[config.mk]
export PLATFORM = sky130hd
export DESIGN_NAME = tl_mem_arbiter
export DESIGN_NICKNAME = d
export VERILOG_FILES = /design/src/rtl/tl_mem_arbiter.sv
export SDC_FILE = /design/constraint.sdc
export NUM_CORES = 1
export LEC_CHECK = 0
export CAP_MARGIN = 20
export CORE_AREA = 2 2 353 355
export DETAILED_ROUTE_END_ITERATION = 12
export DIE_AREA = 0 0 355 357
export GPL_ROUTABILITY_DRIVEN = 0
export PLACE_DENSITY = 0.3
export RECOVER_POWER = 25
export SLEW_MARGIN = 10
export SYNTH_ARGS = -nofsm -noshare
export SYNTH_HDL_FRONTEND = slang
export SYNTH_SLANG_ARGS = --single-unit
[constraint.sdc]
create_clock -name clk_i -period 3.65 [get_ports clk_i]
set_input_delay 0.365 -clock clk_i [delete_from_list [all_inputs] [get_ports clk_i]]
set_output_delay 0.365 -clock clk_i [all_outputs]
set_load 0.01 [all_outputs]
[src/rtl/tl_mem_arbiter.sv]
// tl_mem_arbiter: round-robin TileLink-UL A-channel arbiter onto a single memory port,
// with port-prefixed source IDs, D-channel routing by prefix and per-port outstanding limits.
module tl_mem_arbiter #(
    parameter int PORTS   = 4,
    parameter int ADDR_W  = 64,
    parameter int DATA_W  = 64,
    parameter int SRC_W   = 2,
    parameter int MAX_OUT = 4,
    localparam int IDX_W  = $clog2(PORTS)
) (
    input  logic                     clk_i,
    input  logic                     rst_ni,
    input  logic [PORTS*3-1:0]       up_a_opcode_i,
    input  logic [PORTS*3-1:0]       up_a_param_i,
    input  logic [PORTS*3-1:0]       up_a_size_i,
    input  logic [PORTS*SRC_W-1:0]   up_a_source_i,
    input  logic [PORTS*ADDR_W-1:0]  up_a_address_i,
    input  logic [PORTS*8-1:0]       up_a_mask_i,
    input  logic [PORTS*DATA_W-1:0]  up_a_data_i,
    input  logic [PORTS-1:0]         up_a_valid_i,
    output logic [PORTS-1:0]         up_a_ready_o,
    output logic [2:0]               up_d_opcode_o,
    output logic [2:0]               up_d_size_o,
    output logic [1:0]               up_d_param_o,
    output logic [1:0]               up_d_sink_o,
    output logic                     up_d_denied_o,
    output logic                     up_d_corrupt_o,
    output logic [DATA_W-1:0]        up_d_data_o,
    output logic [SRC_W-1:0]         up_d_source_o,
    output logic [PORTS-1:0]         up_d_valid_o,
    input  logic [PORTS-1:0]         up_d_ready_i,
    output logic [2:0]               mem_a_opcode_o,
    output logic [2:0]               mem_a_param_o,
    output logic [2:0]               mem_a_size_o,
    output logic [SRC_W+IDX_W-1:0]   mem_a_source_o,
    output logic [ADDR_W-1:0]        mem_a_address_o,
    output logic [7:0]               mem_a_mask_o,
    output logic [DATA_W-1:0]        mem_a_data_o,
    output logic                     mem_a_valid_o,
    input  logic                     mem_a_ready_i,
    input  logic [2:0]               mem_d_opcode_i,
    input  logic [1:0]               mem_d_param_i,
    input  logic [2:0]               mem_d_size_i,
    input  logic [SRC_W+IDX_W-1:0]   mem_d_source_i,
    input  logic [1:0]               mem_d_sink_i,
    input  logic                     mem_d_denied_i,
    input  logic [DATA_W-1:0]        mem_d_data_i,
    input  logic                     mem_d_corrupt_i,
    input  logic                     mem_d_valid_i,
    output logic                     mem_d_ready_o
);
    localparam int CNT_W = $clog2(MAX_OUT + 1);
    localparam logic [0:0] IDLE = 1'b0, ACTIVE = 1'b1;

    logic [0:0]        state;
    logic [IDX_W-1:0]  grant_idx, rr_ptr, pick, idx, d_port;
    logic [3:0]        beat_cnt, d_beat_cnt;
    logic              first_beat, found, a_fire, d_fire, d_last;
    logic [CNT_W-1:0]  out_cnt [PORTS];
    logic [2:0]        a_op [PORTS], a_param [PORTS], a_size [PORTS];
    logic [SRC_W-1:0]  a_src [PORTS];
    logic [ADDR_W-1:0] a_addr [PORTS];
    logic [7:0]        a_mask [PORTS];
    logic [DATA_W-1:0] a_data [PORTS];
    logic [3:0]        a_last [PORTS];
    logic [PORTS-1:0]  elig, inc, dec;

    // index of the final beat of a burst message of the given size
    function automatic logic [3:0] last_beat(input logic [2:0] size);
        logic [4:0] n;
        n = 5'd1 << (size - 3'd3);
        return (size > 3'd3) ? 4'(n - 5'd1) : 4'd0;
    endfunction

    for (genvar g = 0; g < PORTS; g++) begin : g_port
        assign a_op[g]    = up_a_opcode_i[g*3 +: 3];
        assign a_param[g] = up_a_param_i[g*3 +: 3];
        assign a_size[g]  = up_a_size_i[g*3 +: 3];
        assign a_src[g]   = up_a_source_i[g*SRC_W +: SRC_W];
        assign a_addr[g]  = up_a_address_i[g*ADDR_W +: ADDR_W];
        assign a_mask[g]  = up_a_mask_i[g*8 +: 8];
        assign a_data[g]  = up_a_data_i[g*DATA_W +: DATA_W];
        assign a_last[g]  = (a_op[g] == 3'd0 || a_op[g] == 3'd1) ? last_beat(a_size[g]) : 4'd0;
        assign elig[g]    = up_a_valid_i[g] && (out_cnt[g] < CNT_W'(MAX_OUT));
        assign inc[g]     = a_fire && first_beat && (grant_idx == IDX_W'(g));
        assign dec[g]     = d_last && (d_port == IDX_W'(g));
    end

    always_comb begin
        found = 1'b0;
        pick  = rr_ptr;
        idx   = rr_ptr;
        for (int i = 0; i < PORTS; i++) begin
            idx = rr_ptr + IDX_W'(i);
            if (!found && elig[idx]) begin
                found = 1'b1;
                pick  = idx;
            end
        end
    end

    assign mem_a_valid_o   = (state == ACTIVE) && up_a_valid_i[grant_idx];
    assign a_fire          = mem_a_valid_o && mem_a_ready_i;
    assign up_a_ready_o    = (state == ACTIVE && mem_a_ready_i) ? PORTS'(1) << grant_idx : '0;
    assign mem_a_opcode_o  = a_op[grant_idx];
    assign mem_a_param_o   = a_param[grant_idx];
    assign mem_a_size_o    = a_size[grant_idx];
    assign mem_a_source_o  = {grant_idx, a_src[grant_idx]};
    assign mem_a_address_o = a_addr[grant_idx];
    assign mem_a_mask_o    = a_mask[grant_idx];
    assign mem_a_data_o    = a_data[grant_idx];

    // D routing is combinational but still forced quiet while reset is asserted
    assign d_port         = mem_d_source_i[SRC_W +: IDX_W];
    assign mem_d_ready_o  = rst_ni && up_d_ready_i[d_port];
    assign up_d_valid_o   = (rst_ni && mem_d_valid_i) ? PORTS'(1) << d_port : '0;
    assign d_fire         = mem_d_valid_i && mem_d_ready_o;
    assign d_last         = d_fire && (d_beat_cnt == ((mem_d_opcode_i == 3'd1) ? last_beat(mem_d_size_i) : 4'd0));
    assign up_d_opcode_o  = mem_d_opcode_i;
    assign up_d_size_o    = mem_d_size_i;
    assign up_d_param_o   = mem_d_param_i;
    assign up_d_sink_o    = mem_d_sink_i;
    assign up_d_denied_o  = mem_d_denied_i;
    assign up_d_corrupt_o = mem_d_corrupt_i;
    assign up_d_data_o    = mem_d_data_i;
    assign up_d_source_o  = mem_d_source_i[SRC_W-1:0];

    always_ff @(posedge clk_i or negedge rst_ni) begin
        if (!rst_ni) begin
            state      <= IDLE;
            grant_idx  <= '0;
            rr_ptr     <= '0;
            beat_cnt   <= '0;
            first_beat <= 1'b0;
            d_beat_cnt <= '0;
            for (int p = 0; p < PORTS; p++) out_cnt[p] <= '0;
        end else begin
            if (state == IDLE) begin
                if (found) begin
                    state      <= ACTIVE;
                    grant_idx  <= pick;
                    beat_cnt   <= a_last[pick];
                    first_beat <= 1'b1;
                end
            end else if (a_fire) begin
                first_beat <= 1'b0;
                if (beat_cnt == 4'd0) begin
                    state  <= IDLE;
                    rr_ptr <= grant_idx + 1'b1;
                end else begin
                    beat_cnt <= beat_cnt - 4'd1;
                end
            end
            if (d_fire) d_beat_cnt <= d_last ? 4'd0 : d_beat_cnt + 4'd1;
            for (int p = 0; p < PORTS; p++) begin
                if (inc[p] && !dec[p] && out_cnt[p] < CNT_W'(MAX_OUT)) out_cnt[p] <= out_cnt[p] + 1'b1;
                else if (dec[p] && !inc[p] && out_cnt[p] != '0) out_cnt[p] <= out_cnt[p] - 1'b1;
            end
        end
    end
endmodule

# == After elaboration in Yosys (flattened, before gate mapping) ==
# Cells that the tools add are included.
# totals
regBits,26
output_inout_bits,237
# classes
n_eq_ne,14
n_shift,7
reduce_logical,74
n_mux,75
bitwise_logic,3
add_sub_neg,24
order_cmp,17
# op_table
op,count
$bmux W64 S2,2
$mux W64,4
$mux W4,19
$mux W3,14
$logic_and A1 B1 Y1,39
$sub A4 B1 Y4 const B,6
$shl A1 B3 Y4 const A,5
$bmux W3 S2,3
$lt A2 B3 Y1 const B,6
$mux W1,17
$bmux W8 S2,1
$mux W8,2
$eq A3 B1 Y1 const B,5
$gt A3 B2 Y1 const B,5
$sub A3 B2 Y3 const B,5
$add A3 B1 Y3 const B,4
$bmux W1 S2,6
$logic_not A3 Y1,4
$lt A3 B3 Y1 const B,4
$reduce_bool A3 Y1,4
$sub A3 B1 Y3 const B,4
$logic_not A1 Y1,11
$mux W2,5
$reduce_bool A2 Y1,5
other kinds (19),34

# == Depth between registers and ports, before layout ==
# Gate-level depths: netlist of the first run.
# logic_depth
depth_word,20
depth_mapped,15
depth_no_buf,14

# == Least setup slack after synthesis of the first run ==
# No wires, ideal clock.
# synth_timing
path_type,input to register
startpoint,input port mem_d_size_i[0]
endpoint,register out_cnt[10] (netlist name)
slack_ns,-0.094
arrival_ns,3.625
setup_ns,0.119
path_stages,14
required_ns,3.531
cell_sequence,and2_1 > ha_1 > or3_1 > ha_1 > nand4b_1 > a311o_1 > o31a_1 > a211o_1 > nor3_2 > or3_1 > fa_1 > a311oi_1 > a21oi_1 > o21a_1
# synth_between
elab_chain_cells,12
word_cells_on_any_way,16
# synth_rtl
item,line,source
start: declaration,43,"input logic [2:0] mem_d_size_i,"
$sub A3 B2 Y3,71,n = 5'd1 << (size - 3'd3);
$shl A1 B3 Y4,71,
$sub A4 B1 Y4,72,return (size > 3'd3) ? 4'(n - 5'd1) : 4'd0;
$mux W4 *,72,
$mux W4 *,118,assign d_last = d_fire && (d_beat_cnt == ((mem_d_opcode_i == 3'd1) ? last_beat(mem_d_size_i) : 4'd0));
$eq A4 B4 Y1 *,118,
$logic_and A1 B1 Y1 *,118,
$logic_and A1 B1 Y1 *,86,assign dec[g] = d_last && (d_port == IDX_W'(g));
$logic_not A1 Y1,156,if (inc[p] && !dec[p] && out_cnt[p] < CNT_W'(MAX_OUT)) out_cnt[p] <= out_cnt[p] + 1'b1;
$logic_and A1 B1 Y1 (2 in a row),156,
$mux W3 or $reduce_bool A2 Y1 (tied branches),--,
end: declaration,59,logic [CNT_W-1:0] out_cnt [PORTS];
# Mark *: on every way between the ends. The rest lies on a longest branch, timed or not.
# A chain may end at the register's enable or synchronous reset.

# == Final worst setup path of the first run ==
# layout_timing
startpoint,input port mem_d_size_i[2]
endpoint,register out_cnt[3] (netlist name)
# The elaborated chain is that of the path after synthesis.

==> run_summary.xml, run 1 <==
<?xml version="1.0" encoding="UTF-8"?>
<metrics>
  <group name="run_status">
    <metric name="run_status" unit="">finished, final reports clean</metric>
  </group>
  <group name="power_and_ir_drop">
    <metric name="total_power" unit="mW">6.78</metric>
    <metric name="power_share_of_the_clock_group" unit="">0.043</metric>
    <metric name="comb_power_share" unit="">0.877</metric>
    <metric name="power.switching" unit="mW">3.06</metric>
    <metric name="power_leakage" unit="nW">5.24</metric>
    <metric name="switching_share" unit="">0.452</metric>
    <metric name="power.density_cell_area" unit="nW/um^2">419</metric>
    <metric name="seqPwrFrac" unit="">0.080</metric>
    <metric name="ir_drop" unit="V">0.000332</metric>
    <metric name="cell_internal_pwr" unit="mW">3.72</metric>
  </group>
  <group name="clock_tree">
    <metric name="worstSkewPairLatency" unit="ns">0.28</metric>
    <metric name="clock_tree_from_tritoncts" unit="">built</metric>
    <metric name="cts-hold-fix-buffers" unit="">0</metric>
    <metric name="tritoncts_num_sinks" unit="">26</metric>
    <metric name="maximum_level_of_the_cts_h_tree" unit="">1</metric>
    <metric name="clockRootBuffer" unit="">sky130_fd_sc_hd__clkbuf_16</metric>
    <metric name="cts_bufs_inserted" unit="">3</metric>
    <metric name="clock_tree.buffer_depth" unit="">2</metric>
    <metric name="cts.reportedPaths.clkPinSlew" unit="ns">0.07</metric>
  </group>
  <group name="timing">
    <metric name="timing_hold_violations_final" unit="">0</metric>
    <metric name="slew_headroom" unit="">0.508</metric>
    <metric name="setup-violations-final" unit="">0</metric>
    <metric name="timing.final.max_slew_violations" unit="">0</metric>
    <metric name="fin_crit_sh" unit="">0.962</metric>
    <metric name="timing_worst_slew_pin_value" unit="ns">0.738</metric>
    <metric name="setup-tns-final" unit="ns">0</metric>
    <metric name="rsz0062_at_grt" unit="">false</metric>
    <metric name="period_minus_slack" unit="ns">3.51</metric>
    <metric name="achievable-frequency" unit="MHz">285</metric>
    <metric name="final_worst_slack" unit="ns">0.138</metric>
    <metric name="clock_skew" unit="ns">0.00348</metric>
    <metric name="hold_slack" unit="ns">0.562</metric>
  </group>
  <group name="yosys">
    <metric name="synth.lib_cells_used.distinct" unit="">62</metric>
    <metric name="ys.warnings.count" unit="">0</metric>
    <metric name="syn_inst" unit="">560</metric>
    <metric name="synth_top_cell_area_share" unit="">0.515</metric>
    <metric name="synth_top_cell_by_area" unit="">sky130_fd_sc_hd__mux4_2</metric>
    <metric name="postSynth.topFlopCell" unit="">sky130_fd_sc_hd__dfrtp_1</metric>
    <metric name="synth_sequential_area_ratio" unit="">0.0992</metric>
    <metric name="asyncSetResetFlopFracSynth" unit="">1.00</metric>
    <metric name="synth.cells.most_frequent" unit="">sky130_fd_sc_hd__mux4_2, sky130_fd_sc_hd__buf_4, sky130_fd_sc_hd__nor2_1</metric>
    <metric name="cells_taking_the_most_area_after_synthesis" unit="">sky130_fd_sc_hd__mux4_2, sky130_fd_sc_hd__dfrtp_1, sky130_fd_sc_hd__buf_4, sky130_fd_sc_hd__ha_1, sky130_fd_sc_hd__mux2i_1</metric>
    <metric name="syn-mean-instance-area" unit="um^2">11.7</metric>
    <metric name="synth.cell_area" unit="um^2">6560</metric>
    <metric name="synth_nets" unit="">1257</metric>
    <metric name="synth_enable_flop_cells" unit="">0</metric>
    <metric name="flops_latches_synth" unit="">26</metric>
    <metric name="most_common_cell_in_the_netlist" unit="">sky130_fd_sc_hd__mux4_2</metric>
  </group>
  <group name="layout">
    <metric name="final_util" unit="">0.132</metric>
    <metric name="layout.nets" unit="">1965</metric>
    <metric name="layout-area-overhead-vs-synth" unit="%">147</metric>
    <metric name="drive_gt1_frac" unit="">0.182</metric>
  </group>
  <group name="setup_path">
    <metric name="worst_setup_path_startpoint" unit="">mem_d_size_i[2]</metric>
    <metric name="cp-start-kind" unit="">input port</metric>
    <metric name="critical_path_peak_fanout" unit="">3</metric>
    <metric name="critical_path.reg2reg.startpoint" unit="">grant_idx[0]$_DFFE_PN0P_</metric>
    <metric name="critical_path_required" unit="ns">3.82</metric>
    <metric name="criticalPathCategory" unit="">input port to flop</metric>
    <metric name="worst_ep_arrival_time" unit="ns">3.68</metric>
    <metric name="critPathCaptureType" unit="">flop</metric>
  </group>
  <group name="drt">
    <metric name="post_route_antenna_net_violation_count" unit="">0</metric>
    <metric name="route.detailed.wl_per_inst" unit="um">32.9</metric>
    <metric name="vias" unit="">9201</metric>
    <metric name="routed_via_count_divided_by_cell_count" unit="">3.15</metric>
    <metric name="number_of_design_rule_violations_left_by_the_first_detailed_router_iteration" unit="">506</metric>
    <metric name="total_length_of_routed_wires" unit="um">96200</metric>
    <metric name="first_pass_iters" unit="">5</metric>
    <metric name="drcViolationCount" unit="">0</metric>
  </group>
  <group name="floorplan">
    <metric name="io_pins" unit="">917</metric>
    <metric name="die_y" unit="um">357</metric>
    <metric name="floorplan.die.width" unit="um">355</metric>
    <metric name="fp.coreArea" unit="um^2">123000</metric>
    <metric name="number_of_placement_rows" unit="">129</metric>
    <metric name="die-area" unit="um^2">127000</metric>
    <metric name="floorplan.initialDensity" unit="">0.0533</metric>
  </group>
  <group name="grt">
    <metric name="overflow" unit="">0</metric>
    <metric name="grt_first_pass_wirelength" unit="um">116000</metric>
    <metric name="grtUsageTotal" unit="">0.144</metric>
    <metric name="largest_net_degree_at_the_start_of_global_routing" unit="">97</metric>
    <metric name="grt_antenna_before_repair" unit="">146</metric>
    <metric name="via_count_of_the_first_global_routing_pass" unit="">9424</metric>
  </group>
  <group name="placement">
    <metric name="place_ws" unit="ns">-0.686</metric>
    <metric name="post-dp-hpwl" unit="um">88300</metric>
    <metric name="io_buffer_count" unit="">772</metric>
  </group>
  <group name="min_path">
    <metric name="timing.hold.worst.start" unit="">beat_cnt[3]$_DFFE_PN0P_</metric>
    <metric name="hold_path_class" unit="">flop to flop</metric>
  </group>
  <group name="flow_run">
    <metric name="max_cap_viol_count" unit="">0</metric>
  </group>
</metrics>
layout by cell type (no fill, tap or decap), types with 4 or more instances in the layout:
cell type / instances
sky130_fd_sc_hd__nand2b_1: 7
sky130_fd_sc_hd__and3_1: 8
sky130_fd_sc_hd__dfrtp_1: 24
sky130_fd_sc_hd__ha_1: 11
sky130_fd_sc_hd__mux2i_1: 13
sky130_fd_sc_hd__a21o_1: 4
sky130_fd_sc_hd__buf_4: 45
sky130_fd_sc_hd__fa_1: 4
sky130_fd_sc_hd__a21oi_1: 7
sky130_fd_sc_hd__nand2_1: 22
sky130_fd_sc_hd__nor2_1: 33
sky130_fd_sc_hd__clkdlybuf4s50_1: 769
sky130_fd_sc_hd__o21ai_0: 20
sky130_fd_sc_hd__nor4_1: 4
sky130_fd_sc_hd__a21boi_0: 5
sky130_fd_sc_hd__nand3_1: 20
sky130_fd_sc_hd__nor3_1: 9
sky130_fd_sc_hd__diode_2: 15
sky130_fd_sc_hd__or4_1: 4
sky130_fd_sc_hd__mux4_2: 150
sky130_fd_sc_hd__inv_1: 23
flip-flops by register name, indices dropped and copies added, names as in the netlist:
name,cells
beat_cnt,4
rr_ptr,2
d_beat_cnt,4
grant_idx,2
first_beat,1
out_cnt,12
state,1
power groups by stage:
stage / registers, mW / clock network, mW / logic (mW)
after floorplan: 0.467 / 0 / 2.62
after global placement: 0.546 / 0 / 5.99
after detailed placement: 0.550 / 0 / 5.96
after CTS: 0.544 / 0.305 / 6.07
after global routing: 0.566 / 0.309 / 6.34
final: 0.542 / 0.291 / 5.95
critical path: stages:
cell and delay, ns:
sky130_fd_sc_hd__dlygate4sd2_1 0.26, sky130_fd_sc_hd__inv_2 0.07, sky130_fd_sc_hd__ha_4 0.20, sky130_fd_sc_hd__or3_4 0.38, sky130_fd_sc_hd__ha_4 0.26, sky130_fd_sc_hd__xor2_1 0.16, sky130_fd_sc_hd__a21boi_0 0.18, sky130_fd_sc_hd__o31a_1 0.20
sky130_fd_sc_hd__buf_4 0.14, sky130_fd_sc_hd__a211oi_2 0.03, sky130_fd_sc_hd__buf_4 0.14, sky130_fd_sc_hd__a21oi_2 0.14, sky130_fd_sc_hd__nand2b_1 0.11, sky130_fd_sc_hd__buf_4 0.14, sky130_fd_sc_hd__buf_4 0.12, sky130_fd_sc_hd__buf_4 0.12
sky130_fd_sc_hd__buf_4 0.12, sky130_fd_sc_hd__buf_4 0.12, sky130_fd_sc_hd__buf_4 0.12, sky130_fd_sc_hd__buf_4 0.12, sky130_fd_sc_hd__a31o_2 0.21
layer usage:
metal	global-route usage	vias to the layer above	routed length, um
met1	0.153	4538	33200
met4	0.0252	28	2740
li1	-	3664	-
met3	0.0782	254	12700
met2	0.255	717	47300
met5	0	-	173
stage by stage:
stage	instance area, um^2	instances
3_3_place_gp	15900	2886
4_1_cts	16100	2903
6_report	16200	2919
3_5_place_dp	15900	2886
5_1_grt	16200	2910
2_1_floorplan	6560	560
layout make-up:
cell class / instances / area, um^2
Multi-Input combinational cell: 392 / 5150
Timing Repair Buffer: 821 / 8130
Antenna cell: 15 / 37.5
Fill cell: 13900 / 107000
Tap cell: 1637 / 2050
Sequential cell: 26 / 658
Clock buffer: 4 / 88.8
Inverter: 24 / 90.1
worst paths after layout:
check,end,slack [ns],cells after the start
max in group asynchronous,grant_idx[1]$_DFFE_PN0P_,2.62,3
max,out_cnt[3]$_DFFE_PN0P_,0.14,21
min reg2reg,beat_cnt[3]$_DFFE_PN0P_,0.56,2
max reg2reg,out_cnt[3]$_DFFE_PN0P_,0.48,13
min,beat_cnt[3]$_DFFE_PN0P_,0.56,2
min in group asynchronous,grant_idx[0]$_DFFE_PN0P_,0.69,3
cell families after synthesis:
group,Yosys count,share of synthesized area
fa+ha+maj,17,0.0370
mux,167,0.542
compound gates,74,0.0838
xor+xnor,6,0.00802
buf+inv,142,0.127
flops,26,0.0992
simple gates,128,0.103
repair_timing:
| item | CTS | global route |
|---|---|---|
| endpoints found under the setup margin | 9 | 4 |
| gates resized for setup | 21 | 1 |
| hold endpoints to repair | 0 | 0 |
| buffers inserted | 13 | 1 |
| pin swaps | 14 | 7 |
No activity file was read; power rests on OpenSTA's default activity.
==> inputs of run 2 (changes only) <==
--- a/config.mk
+++ b/config.mk
@@ -6,11 +6,13 @@
 export NUM_CORES = 1
 export LEC_CHECK = 0
 export CAP_MARGIN = 20
-export CORE_AREA = 2 2 353 355
+export CELL_PAD_IN_SITES_DETAIL_PLACEMENT = 0
+export CELL_PAD_IN_SITES_GLOBAL_PLACEMENT = 2
+export CORE_AREA = 2 2 357 359
 export DETAILED_ROUTE_END_ITERATION = 12
-export DIE_AREA = 0 0 355 357
+export DIE_AREA = 0 0 359 361
 export GPL_ROUTABILITY_DRIVEN = 0
-export PLACE_DENSITY = 0.3
+export PLACE_DENSITY = 0.44
 export RECOVER_POWER = 25
 export SLEW_MARGIN = 10
 export SYNTH_ARGS = -nofsm -noshare
==> run 2 against run 1 <==
Effect of this change:
- critical path depth decreased by 7
- sequential share of layout area about the same
- global-route usage increased by 1.4 points
- combinational power increased by 7.2%
- register-to-register slack about the same
- critical endpoint is now out_cnt[10]$_DFFE_PN0P_
==> run_summary.xml, run 2 (synthesis gave the netlist of run 1 again) <==
<?xml version="1.0" encoding="UTF-8"?>
<metrics>
  <group name="run_status">
    <metric name="run_status" unit="">finished, final reports clean</metric>
  </group>
  <group name="clock_tree">
    <metric name="maximum_level_of_the_cts_h_tree" unit="">1</metric>
    <metric name="clock_tree.buffer_depth" unit="">2</metric>
    <metric name="cts_bufs_inserted" unit="">3</metric>
    <metric name="cts.reportedPaths.clkPinSlew" unit="ns">0.07</metric>
    <metric name="tritoncts_num_sinks" unit="">26</metric>
    <metric name="clock_tree_from_tritoncts" unit="">built</metric>
    <metric name="worstSkewPairLatency" unit="ns">0.27</metric>
    <metric name="cts-hold-fix-buffers" unit="">0</metric>
    <metric name="clockRootBuffer" unit="">sky130_fd_sc_hd__clkbuf_16</metric>
  </group>
  <group name="timing">
    <metric name="period_minus_slack" unit="ns">3.52</metric>
    <metric name="achievable-frequency" unit="MHz">284</metric>
    <metric name="clock_skew" unit="ns">0.00427</metric>
    <metric name="setup-tns-final" unit="ns">0</metric>
    <metric name="slew_headroom" unit="">0.524</metric>
    <metric name="timing_hold_violations_final" unit="">0</metric>
    <metric name="fin_crit_sh" unit="">0.965</metric>
    <metric name="setup-violations-final" unit="">0</metric>
    <metric name="timing_worst_slew_pin_value" unit="ns">0.714</metric>
    <metric name="timing.final.max_slew_violations" unit="">0</metric>
  </group>
  <group name="power_and_ir_drop">
    <metric name="total_power" unit="mW">7.19</metric>
    <metric name="ir_drop" unit="V">0.000402</metric>
    <metric name="power_leakage" unit="nW">5.21</metric>
    <metric name="power.density_cell_area" unit="nW/um^2">447</metric>
  </group>
  <group name="setup_path">
    <metric name="cp_top_family" unit="">simple AND/OR/NAND/NOR gates</metric>
    <metric name="critPathCaptureType" unit="">flop</metric>
    <metric name="worst_ep_arrival_time" unit="ns">3.69</metric>
    <metric name="cp_slowest_stage_delay" unit="ns">0.53</metric>
    <metric name="critical_path.slowest_cell" unit="">sky130_fd_sc_hd__or4b_4</metric>
    <metric name="critical_path_peak_fanout" unit="">3</metric>
    <metric name="timing.critical_path.cells" unit="">dlygate4sd2_1, inv_2, ha_4, or3_4, ha_4, xnor2_2, or4b_4, a211o_4, nor3_4, or3_4, fa_1, a311oi_2, a21oi_1, o21a_1</metric>
    <metric name="critical_path_required" unit="ns">3.82</metric>
    <metric name="cp-start-kind" unit="">input port</metric>
    <metric name="worst_path_buf_inv" unit="">2</metric>
    <metric name="criticalPathCategory" unit="">input port to flop</metric>
  </group>
  <group name="grt">
    <metric name="largest_net_degree_at_the_start_of_global_routing" unit="">81</metric>
    <metric name="grt_first_pass_wirelength" unit="um">129000</metric>
    <metric name="grtUsageTotal" unit="">0.158</metric>
    <metric name="overflow" unit="">0</metric>
    <metric name="grt_antenna_before_repair" unit="">124</metric>
    <metric name="via_count_of_the_first_global_routing_pass" unit="">9661</metric>
  </group>
  <group name="layout">
    <metric name="reg.largest.list" unit="">out_cnt (12), beat_cnt (4), d_beat_cnt (4)</metric>
    <metric name="largest_register" unit="">out_cnt</metric>
    <metric name="most-common-layout-cells" unit="">sky130_fd_sc_hd__clkdlybuf4s50_1, sky130_fd_sc_hd__mux4_2, sky130_fd_sc_hd__buf_4</metric>
    <metric name="largest_register_ffs" unit="">12</metric>
    <metric name="mostFrequentLayoutCell" unit="">sky130_fd_sc_hd__clkdlybuf4s50_1</metric>
    <metric name="layout-area-overhead-vs-synth" unit="%">146</metric>
    <metric name="drive_gt1_frac" unit="">0.182</metric>
    <metric name="layout.nets" unit="">1957</metric>
    <metric name="stdcell_count" unit="">2921</metric>
  </group>
  <group name="floorplan">
    <metric name="die_y" unit="um">361</metric>
    <metric name="die-area" unit="um^2">130000</metric>
    <metric name="floorplan.die.width" unit="um">359</metric>
    <metric name="fp.coreArea" unit="um^2">125000</metric>
    <metric name="number_of_placement_rows" unit="">130</metric>
    <metric name="io_pins" unit="">917</metric>
    <metric name="floorplan.initialDensity" unit="">0.0523</metric>
  </group>
  <group name="drt">
    <metric name="post_route_antenna_net_violation_count" unit="">0</metric>
    <metric name="total_length_of_routed_wires" unit="um">107000</metric>
    <metric name="vias" unit="">9250</metric>
    <metric name="drcViolationCount" unit="">0</metric>
    <metric name="route.detailed.wl_per_inst" unit="um">36.5</metric>
    <metric name="routed_via_count_divided_by_cell_count" unit="">3.17</metric>
    <metric name="first_pass_iters" unit="">5</metric>
    <metric name="number_of_design_rule_violations_left_by_the_first_detailed_router_iteration" unit="">670</metric>
  </group>
  <group name="placement">
    <metric name="dp_cells" unit="">2901</metric>
    <metric name="io_buffer_count" unit="">772</metric>
    <metric name="post-dp-hpwl" unit="um">98700</metric>
  </group>
  <group name="flow_run">
    <metric name="max_cap_viol_count" unit="">0</metric>
  </group>
  <group name="min_path">
    <metric name="hold_path_class" unit="">flop to flop</metric>
  </group>
</metrics>
==> run 2: metal layers <==
layer	wire, um	GRT usage	share of wire
met1	35600	0.156	0.33
met2	52600	0.282	0.49
met3	15200	0.101	0.14
met4	2830	0.0250	0.027
met5	345	0	0.0032
==> run 2: final timing paths <==
path                                          start                  endpoint  slack (ns)  depth (start not counted)
hold / removal              beat_cnt[3]$_DFFE_PN0P_   beat_cnt[3]$_DFFE_PN0P_        0.56                          2
hold reg to reg             beat_cnt[3]$_DFFE_PN0P_   beat_cnt[3]$_DFFE_PN0P_        0.56                          2
setup / recovery                    mem_d_size_i[2]   out_cnt[10]$_DFFE_PN0P_        0.13                         14
max in group asynchronous                    rst_ni  grant_idx[0]$_DFFE_PN0P_        2.67                          2
setup reg to reg           grant_idx[0]$_DFFE_PN0P_    out_cnt[8]$_DFFE_PN0P_        0.48                          8
min in group asynchronous                    rst_ni  grant_idx[1]$_DFFE_PN0P_        0.64                          2
==> run 2: layout make-up <==
type	instances	area [um^2]
repair buffers	813	8030
clock buffers	4	78.8
fillers	14200	109000
inverters	24	90.1
well taps	1650	2060
diodes	12	30.0
multi-input cells	392	5150
flip-flops and latches	26	658
==> run 2: tightest hold or removal path, cell delays in order (launching register included) <==
cell and delay (ns):
sky130_fd_sc_hd__dfrtp_1 0.38, sky130_fd_sc_hd__nand3_1 0.08, sky130_fd_sc_hd__o221ai_1 0.07
==> run 2: power by group <==
group	total, mW	leakage (nW)	internal, mW	switching [mW]
Sequential	0.539	0.310	0.381	0.158
Clock	0.271	0.0382	0.151	0.120
Combinational	6.38	4.86	3.13	3.25
Total	7.19	5.21	3.67	3.52
==> run 2: timing repair <==
item,in CTS,in global routing
pin swaps,13,5
setup endpoints to repair,6,4
endpoints found under the hold margin,0,0
buffers inserted,3,1
gates resized for setup,19,2
==> run 2: metrics by stage <==
step	cell area, um^2	hold slack, ns	util	setup WS (ns)
detailed placement	15900	0.544	0.127	-0.527
global placement	15900	0.534	0.127	-0.471
finish	16100	0.564	0.128	0.127
global route	16100	0.592	0.128	-0.00274
floorplan	6560	0.0694	-	-0.0332
CTS	16100	0.561	0.128	0.0282
